$ cat src/rtl/direction_input_conditioner.sv
// direction_input_conditioner
// Conditions four raw, bouncy push-buttons into clean one-clock direction
// pulses (N/S/E/W) for the room FSM. Each button passes a 2-flop
// synchronizer and a per-button stable-count debouncer. A small FSM on the
// debounced vector then emits at most one direction per press, and never
// two directions in the same cycle.
// Optional feature: define DIR_REPEAT_EN to re-pulse a held direction every
// RPT_CYCLES clocks. The default build (macro undefined) has no repeat logic.
module direction_input_conditioner #(
    parameter int unsigned DB_CYCLES  = 4,
    parameter int unsigned DB_W       = 16,
    parameter int unsigned RPT_CYCLES = 32
) (
    input  logic clk,
    input  logic rst,
    input  logic BTN_N,
    input  logic BTN_S,
    input  logic BTN_E,
    input  logic BTN_W,
    output logic N,
    output logic S,
    output logic E,
    output logic W,
    output logic conflict,
    output logic busy
);

    localparam int unsigned NB = 4;

    typedef enum logic [1:0] {
        IDLE    = 2'd0,
        HELD    = 2'd1,
        LOCKOUT = 2'd2
    } state_t;

    // Elaboration-time guard on parameter ranges
    if (DB_CYCLES == 0 || (DB_CYCLES >> DB_W) != 0 || RPT_CYCLES == 0) begin : g_bad_param
        $error("direction_input_conditioner: bad DB_CYCLES/DB_W/RPT_CYCLES");
    end

    // Bit order everywhere: [3]=N, [2]=S, [1]=E, [0]=W
    logic [NB-1:0]   raw;
    logic [NB-1:0]   sync1;
    logic [NB-1:0]   sync2;
    logic [NB-1:0]   db;
    logic [DB_W-1:0] db_cnt [NB];
    logic            db_one;

    state_t          state;
    state_t          state_next;
    logic [NB-1:0]   dir_next;
    logic            conflict_next;

    assign raw    = {BTN_N, BTN_S, BTN_E, BTN_W};
    assign db_one = (db != '0) && ((db & (db - 4'd1)) == '0);

    // Two-flop synchronizer for the asynchronous buttons
    always_ff @(posedge clk or posedge rst) begin
        if (rst) begin
            sync1 <= '0;
            sync2 <= '0;
        end else begin
            sync1 <= raw;
            sync2 <= sync1;
        end
    end

    // Per-button debounce: accept a new level after DB_CYCLES differing cycles in a row
    always_ff @(posedge clk or posedge rst) begin
        if (rst) begin
            db <= '0;
            for (int i = 0; i < NB; i++) begin
                db_cnt[i] <= '0;
            end
        end else begin
            for (int i = 0; i < NB; i++) begin
                if (sync2[i] != db[i]) begin
                    if (db_cnt[i] == DB_W'(DB_CYCLES - 1)) begin
                        db[i]     <= sync2[i];
                        db_cnt[i] <= '0;
                    end else begin
                        db_cnt[i] <= db_cnt[i] + DB_W'(1);
                    end
                end else begin
                    db_cnt[i] <= '0;
                end
            end
        end
    end

`ifdef DIR_REPEAT_EN
    localparam int unsigned RPT_W = $clog2(RPT_CYCLES + 1);

    logic [RPT_W-1:0] rpt_cnt;
    logic [RPT_W-1:0] rpt_next;
    logic [NB-1:0]    held_dir;
    logic [NB-1:0]    held_next;

    // Repeat counter and the direction that was accepted on entry to HELD
    always_ff @(posedge clk or posedge rst) begin
        if (rst) begin
            rpt_cnt  <= '0;
            held_dir <= '0;
        end else begin
            rpt_cnt  <= rpt_next;
            held_dir <= held_next;
        end
    end
`endif

    // FSM state register
    always_ff @(posedge clk or posedge rst) begin
        if (rst) begin
            state <= IDLE;
        end else begin
            state <= state_next;
        end
    end

    // Next-state and next-output decode; a pulse is only ever issued out of IDLE (or repeat)
    always_comb begin
        state_next    = state;
        dir_next      = '0;
        conflict_next = 1'b0;
`ifdef DIR_REPEAT_EN
        rpt_next      = rpt_cnt;
        held_next     = held_dir;
`endif
        case (state)
            IDLE: begin
                if (db_one) begin
                    dir_next   = db;
                    state_next = HELD;
`ifdef DIR_REPEAT_EN
                    held_next  = db;
                    rpt_next   = '0;
`endif
                end else if (db != '0) begin
                    conflict_next = 1'b1;
                    state_next    = LOCKOUT;
                end
            end
            HELD: begin
                if (db == '0) begin
                    state_next = IDLE;
`ifdef DIR_REPEAT_EN
                    rpt_next   = '0;
                end else if (db == held_dir) begin
                    if (rpt_cnt == RPT_W'(RPT_CYCLES - 1)) begin
                        dir_next = held_dir;
                        rpt_next = '0;
                    end else begin
                        rpt_next = rpt_cnt + RPT_W'(1);
                    end
                end else begin
                    rpt_next = '0;
`endif
                end
            end
            LOCKOUT: begin
                if (db == '0) begin
                    state_next = IDLE;
                end
            end
            default: begin
                state_next = IDLE;
            end
        endcase
    end

    // Registered outputs; busy tracks the state the FSM is entering
    always_ff @(posedge clk or posedge rst) begin
        if (rst) begin
            N        <= 1'b0;
            S        <= 1'b0;
            E        <= 1'b0;
            W        <= 1'b0;
            conflict <= 1'b0;
            busy     <= 1'b0;
        end else begin
            {N, S, E, W} <= dir_next;
            conflict     <= conflict_next;
            busy         <= (state_next != IDLE);
        end
    end

endmodule

$ cat config.mk
export PLATFORM = sky130hd
export DESIGN_NAME = direction_input_conditioner
export DESIGN_NICKNAME = d
export VERILOG_FILES = /design/src/rtl/direction_input_conditioner.sv
export SDC_FILE = /design/constraint.sdc
export NUM_CORES = 1
export LEC_CHECK = 0
export ABC_AREA = 1
export CAP_MARGIN = 20
export CORE_UTILIZATION = 56
export CTS_CLUSTER_SIZE = 25
export DETAILED_ROUTE_END_ITERATION = 8
export GPL_ROUTABILITY_DRIVEN = 0
export PLACE_DENSITY = 0.81
export SKIP_CTS_REPAIR_TIMING = 1
export SYNTH_ARGS = -nofsm -noshare
export SYNTH_HDL_FRONTEND = slang
export SYNTH_SLANG_ARGS = --single-unit
$ cat constraint.sdc
create_clock -name clk -period 2.3 [get_ports clk]
set_input_delay 0.345 -clock clk [delete_from_list [all_inputs] [get_ports clk]]
set_output_delay 0.345 -clock clk [all_outputs]
set_load 0.03 [all_outputs]
# [Yosys cells after proc, flatten, opt, wreduce, memory -nomap -nowiden]
# Index checks and enable logic that the tools add are counted.
[totals] reg_bits=84 in_bits=6 out_inout_bits=6 wordCells=61
[classes] add_sub_neg=5 eq_ne=10 n_mux=17 n_bitwise=1 reduce_logical=11
[ops] operator="16-bit two-way mux" count=8
[ops] operator="16-bit by 1-bit adder with 16-bit output, second input constant" count=4
[ops] operator="16-bit by 2-bit == test with 1-bit output, second input constant" count=4
[ops] operator="4-bit zero test" count=2
[ops] operator="4-bit two-way mux" count=2
[ops] operator="2-bit AND reduction" count=4
[ops] operator="2-bit two-way mux" count=3
[ops] operator="4-bit bitwise AND" count=1
[ops] operator="1-bit inequality test" count=4
[ops] operator="2-bit case mux with 2 select lines" count=1
[ops] operator="4-bit nonzero test" count=1
[ops] operator="4-bit by 1-bit subtractor with 4-bit output, second input constant" count=1
[ops] operator="1-bit two-way mux" count=3
[ops] operator="2-bit by 1-bit == test with 1-bit output, second input constant" count=1
[ops] operator="2-bit == test, second input constant" count=1
[ops] operator="2-bit zero test" count=1
[ops] operator="2-bit nonzero test" count=1
[ops] operator="2-bit OR reduction" count=1
[ops] operator="1-bit logical AND" count=1

# [Depth between registers and ports, before layout]
# Gate-level depths: netlist of run 1.
[logic_depth] ltp_word=7 ltp_mapped=9 mapped_depth_nobuf=9

# [Worst setup path before layout of run 1]
# No wires, ideal clock.
[synth_path] path_kind="register to register" startpoint="reg db_cnt[48] in the netlist's numbering" endpoint="reg db_cnt[58] in the netlist's numbering" setup_ps=117 arrival_time_ps=1172 t_required_ps=2183 slack_ps=1011 stages_incl_launch_ff=9 path_buffers=0 synth_period_minus_slack_ps=1289 path_cell_list="dfrtp_1 > ha_1 > nand2_1 > nor2_2 > nand2_2 > clkinv_2 > nand3_1 > o21ai_1 > nor2_1"
[synth_between] elab_chain_cells=3 elab_cells_between_ends=4 classes_between="add/sub: 1; eq/ne: 1; mux: 2"
[synth_rtl] element="start, declared" line="46" rtl="logic [DB_W-1:0] db_cnt [NB];"
[synth_rtl] element="start signal, assigned by index" line="82" rtl="db_cnt[i] <= db_cnt[i] + DB_W'(1);"
[synth_rtl] element="16-bit by 1-bit adder with 16-bit output / 16-bit by 2-bit == test with 1-bit output (equally long branches)" line="82, 78"
[synth_rtl] element="16-bit two-way mux (*)" line="78" rtl="if (db_cnt[i] == DB_W'(DB_CYCLES - 1)) begin"
[synth_rtl] element="16-bit two-way mux (*)" line="77" rtl="if (sync2[i] != db[i]) begin"
# Every way passes the cells marked *; elsewhere a longest branch is shown, timed or not.
# A chain may end at the register's enable or synchronous reset.

# [Worst setup path in the final report of run 1]
[layout_path] startpoint="reg N" endpoint="out N"
[layout_lines] element="start, declared" line="20" rtl="output logic N,"
[layout_lines] element="start signal, assigned" line="181" rtl="{N, S, E, W} <= dir_next;"
# No word-level cell between the ends.

==> results of run 1 <==
-- power by group --
| part | switching [mW] | internal (mW) |
|---|---|---|
| Clock | 0.564 | 0.515 |
| Combinational | 0.624 | 0.323 |
| Sequential | 0.171 | 1.65 |
-- layer usage --
metal	up-vias	part of all wire [%]
met5	-	0
met4	0	1.9
met3	14	3.9
met2	76	47
met1	1603	47
li1	1750	-
-- final cells by class --
class / count / share of cell area [%]
inverters: 68 / 5.47
clock inverters: 7 / 1.68
flip-flops and latches: 84 / 44.0
well taps: 99 / 2.59
repair buffers: 13 / 3.14
clock buffers: 9 / 2.59
multi-input cells: 383 / 40.5
-- per-stage QoR --
step	hold WS [ns]	worst slack, ns	utilization, %	cell area (um2)
6_report	0.350	0.603	64.9	4780
5_1_grt	0.369	0.555	64.9	4780
3_3_place_gp	0.332	0.928	62.1	4580
4_1_cts	0.352	0.577	64.9	4780
3_5_place_dp	0.339	0.855	62.1	4580
2_1_floorplan	0.331	0.989	-	4330
-- worst max path at each step --
stage / start / to / slack [ns] / depth (start not counted)
2_1_floorplan: rst / E / 0.99 / 1
3_3_place_gp: db_cnt[48] / db_cnt[58] / 0.93 / 8
3_5_place_dp: db_cnt[48] / db_cnt[58] / 0.86 / 8
4_1_cts: N / N / 0.58 / 1
5_1_grt: E / E / 0.55 / 1
6_report: N / N / 0.60 / 1
-- sequential cells by signal, indices dropped and copies added, names as in the netlist --
| register | cells |
|---|---|
| S | 1 |
| conflict | 1 |
| N | 1 |
| state | 2 |
| sync1 | 4 |
| E | 1 |
| sync2 | 4 |
| db_cnt | 64 |
| busy | 1 |
| W | 1 |
| db | 4 |
-- Yosys cell counts (all sizes together) --
master | n | share of area [%]
a21oi | 6 | 0.78
a31oi | 1 | 0.14
and3 | 4 | 0.58
buf | 4 | 0.61
clkinv | 2 | 0.23
dfrtp | 84 | 49
ha | 6 | 1.7
inv | 66 | 5.7
nand2 | 112 | 10
nand2b | 1 | 0.14
nand3 | 45 | 6.2
nand3b | 1 | 0.17
nand4 | 18 | 2.6
nor2 | 121 | 11
nor3 | 24 | 3.2
nor3b | 2 | 0.35
o21ai | 9 | 1.0
or2 | 4 | 0.58
xnor2 | 4 | 0.81
xor2 | 25 | 5.1
-- cells by family (layout without fill, tap and decap cells) --
kind of cell / count (synthesis) / in the layout / synth area share, %
AO/OA/AOI/OAI: 16 / 16 / 1.97
XOR/XNOR: 29 / 29 / 5.87
buffers and inverters: 72 / 97 / 6.57
AND/OR/NAND/NOR: 332 / 332 / 35.2
adder cells (fa/ha/maj): 6 / 6 / 1.74
flip-flops: 84 / 84 / 48.6
==> summary.txt, run 1 <==
Run status: completed
Port Buffer Count: 11
Initial Util: 58.7%
Multi-input logic area: 1940 um2
Final Hold Fails: 0
DIE WIDTH: 89.9 um
DRT iter0 DRCs: 182
Post-DRT Antenna Nets: 0
Register area share after synthesis: 48.6%
Worst setup EP type: output pin
R2R Path Start: db_cnt[48]
Htree depth: 3
Power Density: 805 nW/um2
Final period util: 73.8%
Static Leakage: 2.12 nW
Root buf cell: clkbuf_8
Grt ovf: 0
Die ar.: 8080 um2
Post-Syn Area: 4320 um2
CTS Buffer Depth: 2
CP max stage delay: 0.66 ns
Total CTS buffers: 9
DR WL/cell: 11.7 um
Die height: 89.9 um
CP max FO: 1
Hold Path Stages: 0
Total core area: 7370 um2
Hold EP: sync2[3]
GR Util All Layers: 21.6%
Met3 usage: 4.91%
Final Critical Period: 1.70 ns
R2R Setup Slk: 0.84 ns
Critical Path, Cell by Cell: clkdlybuf4s50_1
Initial antenna violation count: 0
Worst Path Buf+Inv: 1
Critical Path RT: 1.96 ns
Number of diodes: 0
Slew @ Worst Pin: 0.588 ns
Syn Area/Cell: 8.02 um2
Peak VDD IR: 0.487 mV
FF-to-FF End: db_cnt[58]
Syn Inst Count: 539
Final setup vio count: 0
HPWL after DPL: 5850 um
Fmax: 589 MHz
Worst Hold Class: register to register
Vias per cell: 5.19
CTS tree: built
Yosys reg bits: 84
Clk sinks: 84
Num ports: 12
Slew Viols, Final: 0
Hold_sp: sync1[3]
RSZ-0062 raised after global routing: false
Delay-heaviest family, CP: buffers and inverters
Clock transition at the registers of the reported paths: 0.09 ns
M1 GR Usage: 27.3%
Max cap viols: 0
CP Launch Type: register
DRT Pass-1 Iters: 4
Clock skew: 0.0139 ns
Final Power: 3.85 mW
DRC viols: 0
Reg area: 2100 um2
DRT Wirelength: 7780 um
Largest net degree at the start of global routing: 32
CP arrival: 1.35 ns
Non-Filler Instances: 663
Commonest non-fill, non-tap cells in the layout: 112 x nor2_1, 105 x nand2_1, 84 x dfrtp_1
Placed insts: 647
Row Count: 31
Max_slew headroom: 60.7%
Routed vias: 3443
Syn-to-layout area delta: 10.5%
Worst r2r path cells: 8
Warnings from Yosys: 0
CP Class: register to output pin
GRT busiest layer: met2
Vias in the first global route: 3328
Critical path's slowest cell: clkdlybuf4s50_1
Global-route wire length before repair: 14100 um
Worst skew pair latency: 0.36 ns
# nets final: 571
Commonest non-fill, non-tap cell in the layout: nor2_1
Met2 GRT Util: 36.0%
Unique masters post-synth: 31
Net Count, Synth: 551
Filler cells: 615
Share of layout cells above drive strength 1: 9.75%
TNS Setup: 0 ns
(Power assumes the default switching activity.)
==> run 2, diff against run 1 <==
- CORE_UTILIZATION: 56 -> 60
- PLACE_DENSITY: 0.81 -> 0.83
- clock period: 2.3 -> 1.61 ns (I/O delays scaled with it)
==> run 2 against run 1 <==
Against the previous run: design area fell by 0.34%; via count increased by 0.46%; total power grew 39%; count of clock-buffer cells in the layout grew 2; worst setup slack worse by 0.57 ns; sequential power increased by 43%; global-route usage grew 2.6 points; combinational power rose by 44%; worst hold slack lost 0.19 ns; core utilization up 4.5 points; die area fell by 6.5%.
==> summary.txt, run 2 (same netlist as run 1, synthesis figures left out) <==
Final Critical Period: 1.57 ns
DRC viols: 0 (unchanged)
Max_slew headroom: 70.0% (+9.3 points)
Vias in the first global route: 3427 (+3.0%)
Number of flip-flops in the largest register: 64 (unchanged)
Critical path's slowest cell: clkdlybuf4s50_1
Worst Hold Class: primary input to asynchronous set/reset pin
Power Density: 1120 nW/um2 (+39%)
DRT Pass-1 Iters: 5 (+1)
Fmax: 635 MHz
Filler cells: 529 (-14%)
Grt ovf: 0 (unchanged)
Slew @ Worst Pin: 0.449 ns (-0.138 ns)
CP arrival: 1.33 ns (-0.02 ns)
Final core utilization: 69.3% (+4.5 points)
Worst Path Buf+Inv: 1 (unchanged)
CTS tree: built
Clk sinks: 84 (unchanged)
CTS Buffer Depth: 2 (unchanged)
Share of layout cells above drive strength 1: 9.57% (-0.18 points)
# nets final: 571 (unchanged)
Commonest non-fill, non-tap cells in the layout: 112 x nor2_1, 105 x nand2_1, 84 x dfrtp_1
Total core area: 6870 um2 (-6.8%)
Clock transition at the registers of the reported paths: 0.09 ns (about the same)
Root buf cell: clkbuf_8
Worst setup EP type: output pin
Vias per cell: 5.24 (+0.92%)
Post-DRT Antenna Nets: 0 (unchanged)
Row Count: 30 (-3.2%)
Total CTS buffers: 9 (unchanged)
Commonest non-fill, non-tap cell in the layout: nor2_1
Clock skew: 0.0103 ns (-0.00364 ns)
CP Class: register to output pin
TNS Setup: 0 ns (unchanged)
Routed vias: 3459 (+0.46%)
Peak VDD IR: 0.880 mV (+81%)
Syn-to-layout area delta: 10.2%
Die height: 86.9 um (-3.3%)
RSZ-0062 raised after global routing: false
DIE WIDTH: 86.9 um (-3.3%)
CP Launch Type: register
Largest net degree at the start of global routing: 45 (+41%)
Critical Path RT: 1.37 ns (-0.59 ns)
Number of diodes: 0 (unchanged)
Initial Util: 63.0% (+4.3 points)
Delay-heaviest family, CP: buffers and inverters
Port Buffer Count: 11 (unchanged)
Initial antenna violation count: 0 (unchanged)
Largest Register: db_cnt
Final Hold Fails: 0 (unchanged)
DRT Wirelength: 7800 um (+0.31%)
Worst skew pair latency: 0.36 ns (about the same)
Max cap viols: 0 (unchanged)
DR WL/cell: 11.8 um (+0.76%)
Final period util: 97.8%
Num ports: 12 (unchanged)
CP max stage delay: 0.66 ns (about the same)
Reg area: 2100 um2 (unchanged)
Global-route wire length before repair: 14300 um (+1.3%)
Slew Viols, Final: 0 (unchanged)
Multi-input logic area: 1940 um2 (unchanged)
Critical Path, Cell by Cell: clkdlybuf4s50_1
HPWL after DPL: 5770 um (-1.3%)
Final setup vio count: 0 (unchanged)
Die ar.: 7550 um2 (-6.5%)
Final Power: 5.33 mW (+39%)
CP max FO: 1 (unchanged)
Static Leakage: 2.18 nW (+3.0%)
GR Util All Layers: 24.1% (+2.6 points)
Run status: completed
DRT iter0 DRCs: 178 (-2.2%)
Htree depth: 3 (unchanged)
==> run 2: cell count changes in the layout (fill, tap and decap cells not counted) <==
cell	previous run	this run
clkinv_4	1	2
clkbuf_8	9	10
clkinv_2	2	3
inv_6	3	0
dlymetal6s2s_1	0	5
clkbuf_1	0	1
bufinv_16	1	0
clkdlybuf4s50_1	11	6
==> run 2: path summary, 6_finish.rpt <==
check / cells past startpoint / from / endpoint / slack [ns]
worst max-delay path: 1 / E / E / 0.04
worst min-delay path: 2 / rst / db_cnt[28] / 0.16
max in group asynchronous: 3 / rst / db_cnt[34] / 0.97
worst max register to register: 6 / db_cnt[0] / db_cnt[8] / 0.17
worst min register to register: 0 / sync1[2] / sync2[2] / 0.35
min in group clk: 1 / BTN_W / sync1[0] / 0.32
==> run 2: area by class of cell <==
cell class / count / area share [%]
Sequential cell: 84 / 44.1
Multi-Input combinational cell: 383 / 40.7
Inverter: 68 / 5.49
Timing Repair Buffer: 13 / 3.41
Clock buffer: 11 / 2.97
Tap cell: 96 / 2.52
Clock inverter: 5 / 0.788
==> run 2: routing by layer <==
layer	vias up	global-route usage, %	share of wire, %
met1	1657	31.2	47
met2	47	40.9	49
met5	-	0	0
met3	11	3.41	2.8
met4	0	10.0	1.5
li1	1744	-	-
==> run 2: report_power, final <==
part / total [mW] / switching (mW) / internal, mW
clock: 1.38 / 0.773 / 0.606
combinational: 1.36 / 0.909 / 0.452
sequential: 2.60 / 0.238 / 2.36
==> run 2: per-stage QoR <==
step | cells | setup WS, ns | hold slack, ns | cell area (um2)
2_1_floorplan | 539 | 0.321 | 0.273 | 4330
6_report | 660 | 0.0359 | 0.162 | 4760
4_1_cts | 660 | 0.00426 | 0.163 | 4750
3_5_place_dp | 644 | 0.171 | 0.337 | 4570
5_1_grt | 660 | 0.00850 | 0.185 | 4760
3_3_place_gp | 644 | 0.244 | 0.333 | 4570
==> run 3, diff against run 2 <==
- CELL_PAD_IN_SITES_DETAIL_PLACEMENT: unset -> 0
- CELL_PAD_IN_SITES_GLOBAL_PLACEMENT: unset -> 1
- CORE_MARGIN: unset -> 10
- CORE_UTILIZATION: 60 -> 47
- PLACE_DENSITY: 0.83 -> 0.86
==> run 3 against run 2 <==
Against the previous run: via count fell by 2.2%; critical path depth rose by 5; non-clock buffer count did not move; routed wire length rose by 4.2%; combinational power barely moved; sequential cell count did not move; cell count rose by 1.8%; largest cell class unchanged; largest power group unchanged; highest routed layer unchanged.
==> summary.txt, run 3 (same netlist as run 1, synthesis figures left out) <==
Run status: completed
Port Buffer Count: 11 (unchanged)
Power Density: 1170 nW/um2 (+4.2%)
Worst skew pair latency: 0.35 ns (about the same)
Total core area: 8850 um2 (+29%)
Worst setup EP type: register
Final Power: 5.63 mW (+5.5%)
# nets final: 571 (unchanged)
Non-Filler Instances: 672 (+1.8%)
CP Launch Point: db_cnt[0]
Critical Path RT: 1.82 ns (+0.45 ns)
CP max FO: 5 (+4)
Routed vias: 3382 (-2.2%)
Num ports: 12 (unchanged)
Max_slew headroom: 70.4% (+0.38 points)
Slew @ Worst Pin: 0.444 ns (-0.00568 ns)
HPWL after DPL: 5990 um (+3.8%)
Final Critical Period: 1.42 ns (-0.150 ns)
Initial Util: 48.9% (-14 points)
Final Cell Area: 4820 um2 (+1.3%)
Share of layout cells above drive strength 1: 9.75% (+0.18 points)
CP arrival: 1.64 ns (+0.31 ns)
Placed insts: 656 (+1.9%)
Commonest non-fill, non-tap cell in the layout: nor2_1
Post-DRT Antenna Nets: 0 (unchanged)
DRT Pass-1 Iters: 4 (-1)
DP Area: 4590 um2 (+0.33%)
RSZ-0062 raised after global routing: false
Setup WS post-layout: 0.186 ns (+0.150 ns)
DRT Wirelength: 8130 um (+4.2%)
Worst slack, placed: 0.182 ns (+0.0108 ns)
Number of flip-flops in the largest register: 64 (unchanged)
CTS tree: built
Static Leakage: 2.22 nW (+1.7%)
Commonest non-fill, non-tap cells in the layout: 112 x nor2_1, 105 x nand2_1, 84 x dfrtp_1
Critical Path, Cell by Cell: ha_1 -> nand2_2 -> nor2_4 -> nand3_4 -> nor3_1 -> nor3_1
Syn-to-layout area delta: 11.5%
Worst Hold Class: primary input to asynchronous set/reset pin
TNS Setup: 0 ns (unchanged)
Peak VDD IR: 0.634 mV (-28%)
Multi-input logic area: 1940 um2 (unchanged)
Global-route wire length before repair: 14600 um (+1.8%)
Initial antenna violation count: 0 (unchanged)
Die height: 116 um (+33%)
Final Hold Fails: 0 (unchanged)
DIE WIDTH: 116 um (+33%)
Largest net degree at the start of global routing: 42 (-6.7%)
CP Class: register to register
Reg area: 2100 um2 (unchanged)
Worst Path Buf+Inv: 0 (-1)
Grt ovf: 0 (unchanged)
DRC viols: 0 (unchanged)
Vias per cell: 5.03 (-4.0%)
Delay-heaviest family, CP: simple AND/OR/NAND/NOR gates
Clock transition at the registers of the reported paths: 0.10 ns (about the same)
GR Util All Layers: 13.0% (-11 points)
Slew Viols, Final: 0 (unchanged)
DR WL/cell: 12.1 um (+2.3%)
Final period util: 88.5% (-9.3 points)
Die ar.: 13400 um2 (+78%)
Critical path's slowest cell: dfrtp_1
Most used cell, CP: nor3_1
Htree depth: 3 (unchanged)
CP max stage delay: 0.43 ns (-0.23 ns)
CP Launch Type: register
Root buf cell: clkbuf_8
Total CTS buffers: 9 (unchanged)
Filler cells: 812 (+53%)
Fmax: 702 MHz (+11%)
Max cap viols: 0 (unchanged)
Vias in the first global route: 3227 (-5.8%)
Row Count: 34 (+13%)
R2R Path Start: db_cnt[0]
Final setup vio count: 0 (unchanged)
Clk sinks: 84 (unchanged)
Number of diodes: 0 (unchanged)
Clock skew: 0.0138 ns (+0.00354 ns)
DRT iter0 DRCs: 234 (+31%)
Largest Register: db_cnt
CTS Buffer Depth: 2 (unchanged)
run 3: power by group:
| group | total, mW | switching (mW) | leakage (nW) | internal (mW) |
|---|---|---|---|---|
| clock network | 1.68 | 0.795 | 0.106 | 0.882 |
| registers | 2.60 | 0.245 | 1.13 | 2.36 |
| logic | 1.35 | 0.900 | 0.979 | 0.450 |
| total | 5.63 | 1.94 | 2.22 | 3.69 |
run 3: layout make-up:
class / count / share of cell area (%)
Sequential cell: 84 / 43.6
Multi-Input combinational cell: 383 / 40.2
Inverter: 68 / 5.42
Timing Repair Buffer: 13 / 3.42
Tap cell: 108 / 2.80
Clock buffer: 9 / 2.57
Clock inverter: 7 / 2.02
run 3: path summary, 6_finish.rpt:
path                                    to  depth (start not counted)  slack [ns]
min in group clk                  sync1[2]                          1        0.32
max in group asynchronous         sync1[3]                          3        0.90
worst min-delay path            db_cnt[26]                          2        0.20
worst max register to register   db_cnt[8]                          6        0.19
worst min register to register    sync2[3]                          0        0.36
worst max-delay path             db_cnt[8]                          6        0.19
run 3: layer usage:
layer / GRT usage, % / part of all wire, % / vias up
li1: - / - / 1742
met1: 18.3 / 53 / 1603
met2: 19.7 / 43 / 31
met3: 2.58 / 3.1 / 6
met4: 4.17 / 0.80 / 0
met5: 0 / 0 / -
run 3: metrics by stage:
stage | util (%) | hold slack [ns]
after floorplan | - | 0.273
after global placement | 51.8 | 0.332
after detailed placement | 51.8 | 0.336
after CTS | 54.3 | 0.187
after global routing | 54.5 | 0.223
final | 54.5 | 0.199
